**config.mk**
```make
export PLATFORM = sky130hd
export DESIGN_NAME = branch_pred_unit_flat
export DESIGN_NICKNAME = d
export VERILOG_FILES = /design/src/rtl/branch_pred_if.sv /design/src/rtl/branch_pred_unit.sv /design/src/flat_wrapper.sv
export SDC_FILE = /design/constraint.sdc
export NUM_CORES = 1
export LEC_CHECK = 0
export BUFFER_PORTS_ARGS = -buffer_cell sky130_fd_sc_hd__buf_4
export CORE_MARGIN = 2
export CORE_UTILIZATION = 47
export CTS_CLUSTER_DIAMETER = 100
export CTS_CLUSTER_SIZE = 25
export DETAILED_ROUTE_END_ITERATION = 10
export GPL_ROUTABILITY_DRIVEN = 0
export PLACE_DENSITY = 0.67
export SYNTH_ARGS = -nofsm -noshare
export SYNTH_HDL_FRONTEND = slang
export SYNTH_SLANG_ARGS = --single-unit
```
**constraint.sdc**
```tcl
create_clock -name clk -period 4.5 [get_ports clk]
set_input_delay 0.225 -clock clk [delete_from_list [all_inputs] [get_ports clk]]
set_output_delay 0.225 -clock clk [all_outputs]
set_load 0.005 [all_outputs]
```
**src/rtl/branch_pred_if.sv**
```systemverilog
// Signal bundle between the pipeline and branch_pred_unit: decode/execute
// qualifiers in, fetch PC, flushes, prediction and statistics out.
interface branch_pred_if #(
  parameter int XLEN = 32
);
  logic            stallF;
  logic            stallD;
  logic            valid_d;
  logic            is_branch_d;
  logic            is_jal_d;
  logic            is_jalr_d;
  logic [XLEN-1:0] pc_d;
  logic [XLEN-1:0] imm_d;
  logic [2:0]      func3_d;
  logic            V;
  logic            Z;
  logic            C;
  logic            N;
  logic [XLEN-1:0] rs1_e;
  logic [XLEN-1:0] pc_o;
  logic [XLEN-1:0] pc_plus4_o;
  logic            flushD_o;
  logic            flushE_o;
  logic            pred_taken_d_o;
  logic [31:0]     branch_cnt_o;
  logic [31:0]     mispred_cnt_o;

  modport slave (
    input  stallF, stallD, valid_d, is_branch_d, is_jal_d, is_jalr_d,
    input  pc_d, imm_d, func3_d, V, Z, C, N, rs1_e,
    output pc_o, pc_plus4_o, flushD_o, flushE_o, pred_taken_d_o,
    output branch_cnt_o, mispred_cnt_o
  );

  modport master (
    output stallF, stallD, valid_d, is_branch_d, is_jal_d, is_jalr_d,
    output pc_d, imm_d, func3_d, V, Z, C, N, rs1_e,
    input  pc_o, pc_plus4_o, flushD_o, flushE_o, pred_taken_d_o,
    input  branch_cnt_o, mispred_cnt_o
  );
endinterface

```
**src/rtl/branch_pred_unit.sv**
```systemverilog
// Fetch PC generator with a 2-bit saturating-counter BHT: predicts at decode,
// resolves conditional branches and JALR in execute, keeps branch statistics.
module branch_pred_unit #(
  parameter int              XLEN        = 32,
  parameter int              BHT_ENTRIES = 64,
  parameter logic [XLEN-1:0] RESET_PC    = '0,
  parameter bit              PREDICT_EN  = 1'b1
) (
  input logic          clk,
  input logic          rst_ni,
  branch_pred_if.slave bus
);

  localparam int              IDX  = $clog2(BHT_ENTRIES);
  localparam logic [XLEN-1:0] FOUR = XLEN'(4);

  logic [XLEN-1:0]          fetch_pc_q, fetch_pc_d;
  logic [2*BHT_ENTRIES-1:0] bht_q, bht_d;

  logic                     e_valid_q, e_valid_d;
  logic                     e_branch_q, e_branch_d;
  logic                     e_jalr_q, e_jalr_d;
  logic [2:0]               e_func3_q, e_func3_d;
  logic                     e_pred_q, e_pred_d;
  logic [IDX-1:0]           e_idx_q, e_idx_d;
  logic [XLEN-1:0]          e_pc_q, e_pc_d;
  logic [XLEN-1:0]          e_imm_q, e_imm_d;

  logic [31:0]              branch_cnt_q, branch_cnt_d;
  logic [31:0]              mispred_cnt_q, mispred_cnt_d;

  logic [IDX-1:0]           d_idx;
  logic                     pred_taken;
  logic                     d_redirect;
  logic                     e_taken;
  logic                     e_is_cond;
  logic                     e_is_jalr;
  logic                     e_mispred;
  logic                     e_redirect;
  logic [XLEN-1:0]          jalr_sum;
  logic [XLEN-1:0]          e_target;
  logic [1:0]               e_ctr, e_ctr_next;

  assign d_idx = bus.pc_d[IDX+1:2];

  // With static prediction the table is still trained but never consulted.
  generate
    if (PREDICT_EN) begin : g_dyn_pred
      assign pred_taken = bus.valid_d & bus.is_branch_d & bht_q[{d_idx, 1'b1}];
    end else begin : g_static_pred
      assign pred_taken = 1'b0;
    end
  endgenerate

  assign d_redirect = ~bus.stallD & bus.valid_d & (bus.is_jal_d | pred_taken);

  // Flags come from rs1-rs2; C is the no-borrow carry.
  always_comb begin
    e_taken = 1'b0;
    case (e_func3_q)
      3'b000:  e_taken = bus.Z;
      3'b001:  e_taken = ~bus.Z;
      3'b100:  e_taken = bus.N ^ bus.V;
      3'b101:  e_taken = ~(bus.N ^ bus.V);
      3'b110:  e_taken = ~bus.C;
      3'b111:  e_taken = bus.C;
      default: e_taken = 1'b0;
    endcase
  end

  assign e_is_cond  = e_valid_q & e_branch_q;
  assign e_is_jalr  = e_valid_q & e_jalr_q;
  assign e_mispred  = e_is_cond & (e_taken ^ e_pred_q);
  assign e_redirect = e_is_jalr | e_mispred;
  assign jalr_sum   = bus.rs1_e + e_imm_q;

  always_comb begin
    e_target = e_pc_q + FOUR;
    if (e_is_jalr) begin
      e_target = {jalr_sum[XLEN-1:1], 1'b0};
    end else if (e_taken) begin
      e_target = e_pc_q + e_imm_q;
    end
  end

  // Execute redirect outranks decode redirect, which outranks a fetch stall.
  always_comb begin
    fetch_pc_d = fetch_pc_q + FOUR;
    if (e_redirect) begin
      fetch_pc_d = e_target;
    end else if (d_redirect) begin
      fetch_pc_d = bus.pc_d + bus.imm_d;
    end else if (bus.stallF) begin
      fetch_pc_d = fetch_pc_q;
    end
  end

  always_comb begin
    e_valid_d  = ~bus.stallD & bus.valid_d & ~e_redirect;
    e_branch_d = e_branch_q;
    e_jalr_d   = e_jalr_q;
    e_func3_d  = e_func3_q;
    e_pred_d   = e_pred_q;
    e_idx_d    = e_idx_q;
    e_pc_d     = e_pc_q;
    e_imm_d    = e_imm_q;
    if (!bus.stallD) begin
      e_branch_d = bus.is_branch_d;
      e_jalr_d   = bus.is_jalr_d;
      e_func3_d  = bus.func3_d;
      e_pred_d   = pred_taken;
      e_idx_d    = d_idx;
      e_pc_d     = bus.pc_d;
      e_imm_d    = bus.imm_d;
    end
  end

  always_comb begin
    e_ctr      = bht_q[{e_idx_q, 1'b0} +: 2];
    e_ctr_next = e_ctr;
    if (e_taken && (e_ctr != 2'b11)) begin
      e_ctr_next = e_ctr + 2'b01;
    end else if (!e_taken && (e_ctr != 2'b00)) begin
      e_ctr_next = e_ctr - 2'b01;
    end
    bht_d = bht_q;
    if (e_is_cond) begin
      bht_d[{e_idx_q, 1'b0} +: 2] = e_ctr_next;
    end
  end

  always_comb begin
    branch_cnt_d  = branch_cnt_q + {31'd0, e_is_cond};
    mispred_cnt_d = mispred_cnt_q + {31'd0, e_mispred};
  end

  always_ff @(posedge clk or negedge rst_ni) begin
    if (!rst_ni) begin
      fetch_pc_q    <= RESET_PC;
      bht_q         <= {BHT_ENTRIES{2'b01}};
      e_valid_q     <= 1'b0;
      e_branch_q    <= 1'b0;
      e_jalr_q      <= 1'b0;
      e_func3_q     <= 3'b000;
      e_pred_q      <= 1'b0;
      e_idx_q       <= '0;
      e_pc_q        <= '0;
      e_imm_q       <= '0;
      branch_cnt_q  <= '0;
      mispred_cnt_q <= '0;
    end else begin
      fetch_pc_q    <= fetch_pc_d;
      bht_q         <= bht_d;
      e_valid_q     <= e_valid_d;
      e_branch_q    <= e_branch_d;
      e_jalr_q      <= e_jalr_d;
      e_func3_q     <= e_func3_d;
      e_pred_q      <= e_pred_d;
      e_idx_q       <= e_idx_d;
      e_pc_q        <= e_pc_d;
      e_imm_q       <= e_imm_d;
      branch_cnt_q  <= branch_cnt_d;
      mispred_cnt_q <= mispred_cnt_d;
    end
  end

  // Flushes are held low while in reset even if decode presents a jump.
  assign bus.pc_o           = fetch_pc_q;
  assign bus.pc_plus4_o     = fetch_pc_q + FOUR;
  assign bus.flushE_o       = rst_ni & e_redirect;
  assign bus.flushD_o       = rst_ni & (e_redirect | d_redirect);
  assign bus.pred_taken_d_o = pred_taken;
  assign bus.branch_cnt_o   = branch_cnt_q;
  assign bus.mispred_cnt_o  = mispred_cnt_q;

endmodule

```
**src/flat_wrapper.sv**
```systemverilog
// flat-port wrapper written by rule: the top's interface ports become plain ports
module branch_pred_unit_flat 
#(
  parameter int              XLEN        = 32,
  parameter int              BHT_ENTRIES = 64,
  parameter logic [XLEN-1:0] RESET_PC    = '0,
  parameter bit              PREDICT_EN  = 1'b1
)
  (clk, rst_ni, bus_stallF, bus_stallD, bus_valid_d, bus_is_branch_d, bus_is_jal_d, bus_is_jalr_d, bus_pc_d, bus_imm_d, bus_func3_d, bus_V, bus_Z, bus_C, bus_N, bus_rs1_e, bus_pc_o, bus_pc_plus4_o, bus_flushD_o, bus_flushE_o, bus_pred_taken_d_o, bus_branch_cnt_o, bus_mispred_cnt_o);
  branch_pred_if #(.XLEN(XLEN)) bus_i ();
  input logic clk;
  input logic rst_ni;
  input wire logic [$bits(bus_i.stallF)-1:0] bus_stallF;
  input wire logic [$bits(bus_i.stallD)-1:0] bus_stallD;
  input wire logic [$bits(bus_i.valid_d)-1:0] bus_valid_d;
  input wire logic [$bits(bus_i.is_branch_d)-1:0] bus_is_branch_d;
  input wire logic [$bits(bus_i.is_jal_d)-1:0] bus_is_jal_d;
  input wire logic [$bits(bus_i.is_jalr_d)-1:0] bus_is_jalr_d;
  input wire logic [$bits(bus_i.pc_d)-1:0] bus_pc_d;
  input wire logic [$bits(bus_i.imm_d)-1:0] bus_imm_d;
  input wire logic [$bits(bus_i.func3_d)-1:0] bus_func3_d;
  input wire logic [$bits(bus_i.V)-1:0] bus_V;
  input wire logic [$bits(bus_i.Z)-1:0] bus_Z;
  input wire logic [$bits(bus_i.C)-1:0] bus_C;
  input wire logic [$bits(bus_i.N)-1:0] bus_N;
  input wire logic [$bits(bus_i.rs1_e)-1:0] bus_rs1_e;
  output wire logic [$bits(bus_i.pc_o)-1:0] bus_pc_o;
  output wire logic [$bits(bus_i.pc_plus4_o)-1:0] bus_pc_plus4_o;
  output wire logic [$bits(bus_i.flushD_o)-1:0] bus_flushD_o;
  output wire logic [$bits(bus_i.flushE_o)-1:0] bus_flushE_o;
  output wire logic [$bits(bus_i.pred_taken_d_o)-1:0] bus_pred_taken_d_o;
  output wire logic [$bits(bus_i.branch_cnt_o)-1:0] bus_branch_cnt_o;
  output wire logic [$bits(bus_i.mispred_cnt_o)-1:0] bus_mispred_cnt_o;
  assign bus_i.stallF = bus_stallF;
  assign bus_i.stallD = bus_stallD;
  assign bus_i.valid_d = bus_valid_d;
  assign bus_i.is_branch_d = bus_is_branch_d;
  assign bus_i.is_jal_d = bus_is_jal_d;
  assign bus_i.is_jalr_d = bus_is_jalr_d;
  assign bus_i.pc_d = bus_pc_d;
  assign bus_i.imm_d = bus_imm_d;
  assign bus_i.func3_d = bus_func3_d;
  assign bus_i.V = bus_V;
  assign bus_i.Z = bus_Z;
  assign bus_i.C = bus_C;
  assign bus_i.N = bus_N;
  assign bus_i.rs1_e = bus_rs1_e;
  assign bus_pc_o = bus_i.pc_o;
  assign bus_pc_plus4_o = bus_i.pc_plus4_o;
  assign bus_flushD_o = bus_i.flushD_o;
  assign bus_flushE_o = bus_i.flushE_o;
  assign bus_pred_taken_d_o = bus_i.pred_taken_d_o;
  assign bus_branch_cnt_o = bus_i.branch_cnt_o;
  assign bus_mispred_cnt_o = bus_i.mispred_cnt_o;
  branch_pred_unit #(.XLEN(XLEN), .BHT_ENTRIES(BHT_ENTRIES), .RESET_PC(RESET_PC), .PREDICT_EN(PREDICT_EN)) u_core (.clk(clk), .rst_ni(rst_ni), .bus(bus_i));
endmodule
```
==> impl_metrics.ini <==
[cells_and_area]
area_growth_pct = 18.29
drive_above_1_share_pct = 26.94
fin_nets = 2514
fillers = 3784
diodes = 0

[global_route]
grt_use_total_pct = 28.70
grt_pass1_vias = 17320
grt_max_degree = 111
antenna_found_initial = 0
grt_overflow = 0
grt_pass1_wl_um = 99420

[critical_path]
path_cells = buf_12, mux4_1, mux4_2, mux4_2, inv_1, ha_1, nor3b_1, or3_1, buf_4, mux2_4
critical_path_class = flip-flop to flip-flop
cp.arrival_ns = 4.49
critPathLaunchType = flip-flop
max_stage_delay_ns = 0.64
cp_slowest_cell = mux4_1
end_kind = flip-flop
worstPathMaxFanout = 36
crit_top_cell = mux4_2
worstPathRequired_ns = 4.91

[die]
die_w_um = 212.0
start_util_pct = 47.42
core.rowCount = 76
die_h_um = 212.0
ios = 242
die_area_um2 = 44950
core_area_um2 = 42890

[clocking]
ctsHtreeMaxLevel = 1
numCtsBuffers = 17
cts.path.max_buffers = 3
cts_tree = yes
clkTransAtPathRegs_ns = 0.10
clk_latency_ns = 0.55
cts-root-buf = clkbuf_16
cts.sinks = 295
cts_resized = 0

[synth]
synth_edf_count = 0
synth_cell_types = 78
ys_seq_area_share_pct = 36.69
syn_area_um2 = 20340
synth-async-reset-ratio_pct = 100.0
synth_fp_nets = 2223
synth_warnings = 0
ys_ff_latch = 295
synthFlopType = dfrtp_1
syn_avg_cell_area_um2 = 10.13
synth_cells = 2008

[placement]
portBuffers = 241
hpwl_um = 48980
place_ws_ns = 0.4702

[timing]
tns_ns = 0
fmax_mhz = 245.1
fin_ws_ns = 0.4206
worst_pin_slew_ns = 1.451
finalCritPeriodShare_pct = 90.65
finalMaxSlewViolations = 0
hold_viol = 0
maxSlewHeadroom_pct = 2.876
finalSetupViolCount = 0
rsz0062_at_grt = no
min_period_ns = 4.079
finClkSkew_ns = 0.03160

[detailed_routing]
drt_pass1_iterations = 8
viasPerCell = 6.053
antenna_left = 0
wl_per_cell_um = 22.55
vias = 17520
wl_um = 65260
drtIter0Drc = 1427
drc = 0

[power]
switching_share_pct = 37.69
switchingPower_mw = 3.244
sequentialPowerShare_pct = 40.7
internal_power_mw = 5.362
p_per_area_nw_per_um2 = 357.8
peakVddDrop_mv = 0.2629
clkPwrFrac_pct = 20.3
p_leak_nw = 10.51
pwr-share-comb_pct = 39.0

[run]
drv_cap = 0

[status]
outcome = complete, no violations

[worst_hold_path]
hold_class = primary input to flip-flop
-- synthesized netlist by cell type, types with 9 or more instances --
| library cell | count | area share, % |
|---|---|---|
| nor3_1 | 42 | 1.0 |
| nor2_1 | 170 | 3.1 |
| dfstp_2 | 64 | 8.3 |
| mux4_1 | 18 | 2.3 |
| nor3b_1 | 11 | 0.41 |
| o21bai_1 | 9 | 0.33 |
| mux2_2 | 185 | 10 |
| a211oi_1 | 27 | 1.0 |
| xnor2_1 | 130 | 5.6 |
| and4_1 | 9 | 0.39 |
| a21o_1 | 31 | 1.1 |
| nand4_1 | 36 | 1.1 |
| and2_1 | 13 | 0.40 |
| dfrtp_1 | 231 | 28 |
| nand2_1 | 160 | 3.0 |
| mux2_4 | 13 | 0.96 |
| a31oi_1 | 20 | 0.62 |
| clkbuf_1 | 58 | 1.1 |
| mux2i_1 | 22 | 1.1 |
| o21a_1 | 12 | 0.44 |
| nor2b_1 | 16 | 0.49 |
| ha_1 | 101 | 6.2 |
| and3_1 | 26 | 0.80 |
| mux4_2 | 30 | 3.3 |
| o311ai_0 | 9 | 0.39 |
| nand2b_1 | 14 | 0.43 |
| inv_1 | 47 | 0.87 |
| xor2_1 | 71 | 3.1 |
| o22ai_1 | 10 | 0.31 |
| nand3_1 | 79 | 1.9 |
| or3_1 | 19 | 0.58 |
| a21oi_1 | 98 | 2.4 |
| o211ai_1 | 15 | 0.55 |
| o21ai_0 | 71 | 1.7 |
| o31ai_1 | 9 | 0.33 |
-- final cells by class --
| class | instances | area, um2 | share of cell area, % |
|---|---|---|---|
| clock inverters | 6 | 70.07 | 0.2913 |
| multi-input cells | 1582 | 12300 | 51.12 |
| repair buffers | 353 | 2858 | 11.88 |
| well taps | 585 | 732.0 | 3.043 |
| flip-flops and latches | 295 | 7463 | 31.03 |
| clock buffers | 23 | 447.9 | 1.862 |
| inverters | 50 | 187.7 | 0.7802 |
-- logic make-up (layout without fill, tap and decap cells) --
| family | Yosys count | after routing | share of synthesized area (%) |
|---|---|---|---|
| compound gates | 386 | 386 | 12.55 |
| xor+xnor | 202 | 202 | 8.768 |
| fa+ha+maj | 104 | 104 | 6.510 |
| buf+inv | 131 | 432 | 2.910 |
| flops | 295 | 295 | 36.69 |
| mux | 268 | 268 | 17.94 |
| simple gates | 622 | 622 | 14.63 |
-- metal layers --
| layer | track usage [%] | wire (um) |
|---|---|---|
| met1 | 36.82 | 26470 |
| met2 | 48.31 | 31100 |
| met5 | 0 | 0 |
| met4 | 11.75 | 2763 |
| met3 | 4.653 | 4924 |
-- registers in the layout, summed over array words and instances, names as in the netlist --
| register | flops |
|---|---|
| u_core.e_imm_q | 32 |
| u_core.e_pc_q | 32 |
| u_core.e_pred_q | 1 |
| u_core.e_branch_q | 1 |
| u_core.e_func3_q | 3 |
| u_core.e_jalr_q | 1 |
| u_core.bus.branch_cnt_o | 32 |
| u_core.bht_q | 128 |
| u_core.bus.mispred_cnt_o | 32 |
| u_core.bus.pc_o | 32 |
| u_core.e_valid_q | 1 |
-- per-stage QoR --
| stage | cells | utilization (%) | area (um2) | total power [mW] | hold slack [ns] |
|---|---|---|---|---|---|
| floorplan | 2008 | - | 20340 | 5.487 | -0.07059 |
| finish | 2894 | 56.09 | 24060 | 8.606 | 0.04780 |
| CTS | 2894 | 56.09 | 24060 | 8.607 | 0.02685 |
| detailed placement | 2800 | 53.37 | 22890 | 6.795 | 0.3713 |
| global route | 2894 | 56.09 | 24060 | 9.082 | 0.03780 |
| global placement | 2800 | 53.37 | 22890 | 6.714 | 0.3486 |
-- final timing paths --
kind	slack, ns	depth (start not counted)	startpoint	endpoint
max	0.42	10	u_core.e_pc_q[2]	u_core.bht_q[19]
min	0.05	2	bus_pc_d[7]	u_core.e_pc_q[7]
max reg2reg	0.42	10	u_core.e_pc_q[2]	u_core.bht_q[19]
min reg2reg	0.48	1	u_core.bus.mispred_cnt_o[31]	u_core.bus.mispred_cnt_o[31]
max in group asynchronous	2.97	3	rst_ni	u_core.e_imm_q[11]
min in group asynchronous	0.32	2	rst_ni	u_core.bus.pc_o[29]
-- placed cells by master (no fill, tap or decap), types with 10 or more instances in the layout --
master	count
o211ai_1	15
mux2i_1	22
xor2_1	71
nor2_1	169
xnor2_1	129
a21o_1	31
ha_1	101
buf_4	284
nor3b_1	11
clkbuf_16	17
a211oi_1	27
mux2_2	185
nand2b_1	14
nor2b_1	16
and2_1	13
o21ai_0	71
a31oi_1	20
or3_1	19
mux4_1	18
mux4_2	30
nor3_1	42
nand4_1	36
a21oi_1	98
o22ai_1	10
nand2_1	160
and3_1	26
dlygate4sd3_1	65
nand3_1	79
mux2_4	13
dfstp_2	64
o21a_1	12
dfrtp_1	230
inv_1	47
-- power by group through the flow --
stage	Sequential (mW)	Combinational, mW	Clock (mW)
after floorplan	3.38	2.11	0
after CTS	3.48	3.33	1.80
after global placement	3.52	3.20	0
after detailed placement	3.53	3.26	0
final	3.50	3.36	1.75
after global routing	3.55	3.63	1.90
-- timing repair --
item                                   in CTS  in global routing
setup endpoints to repair                   0                  0
endpoints found under the hold margin     132                  0
setup buffers                               0                  0
hold buffers                               65                  0
-- critical path: cells and delay by family (launching register included) --
kind | cells | cell delay, ns
muxes | 4 | 1.97
buffers and inverters | 3 | 0.61
DFF | 1 | 0.54
and+or+nand+nor | 2 | 0.53
adders and majority gates | 1 | 0.25
(Power assumes the default switching activity.)
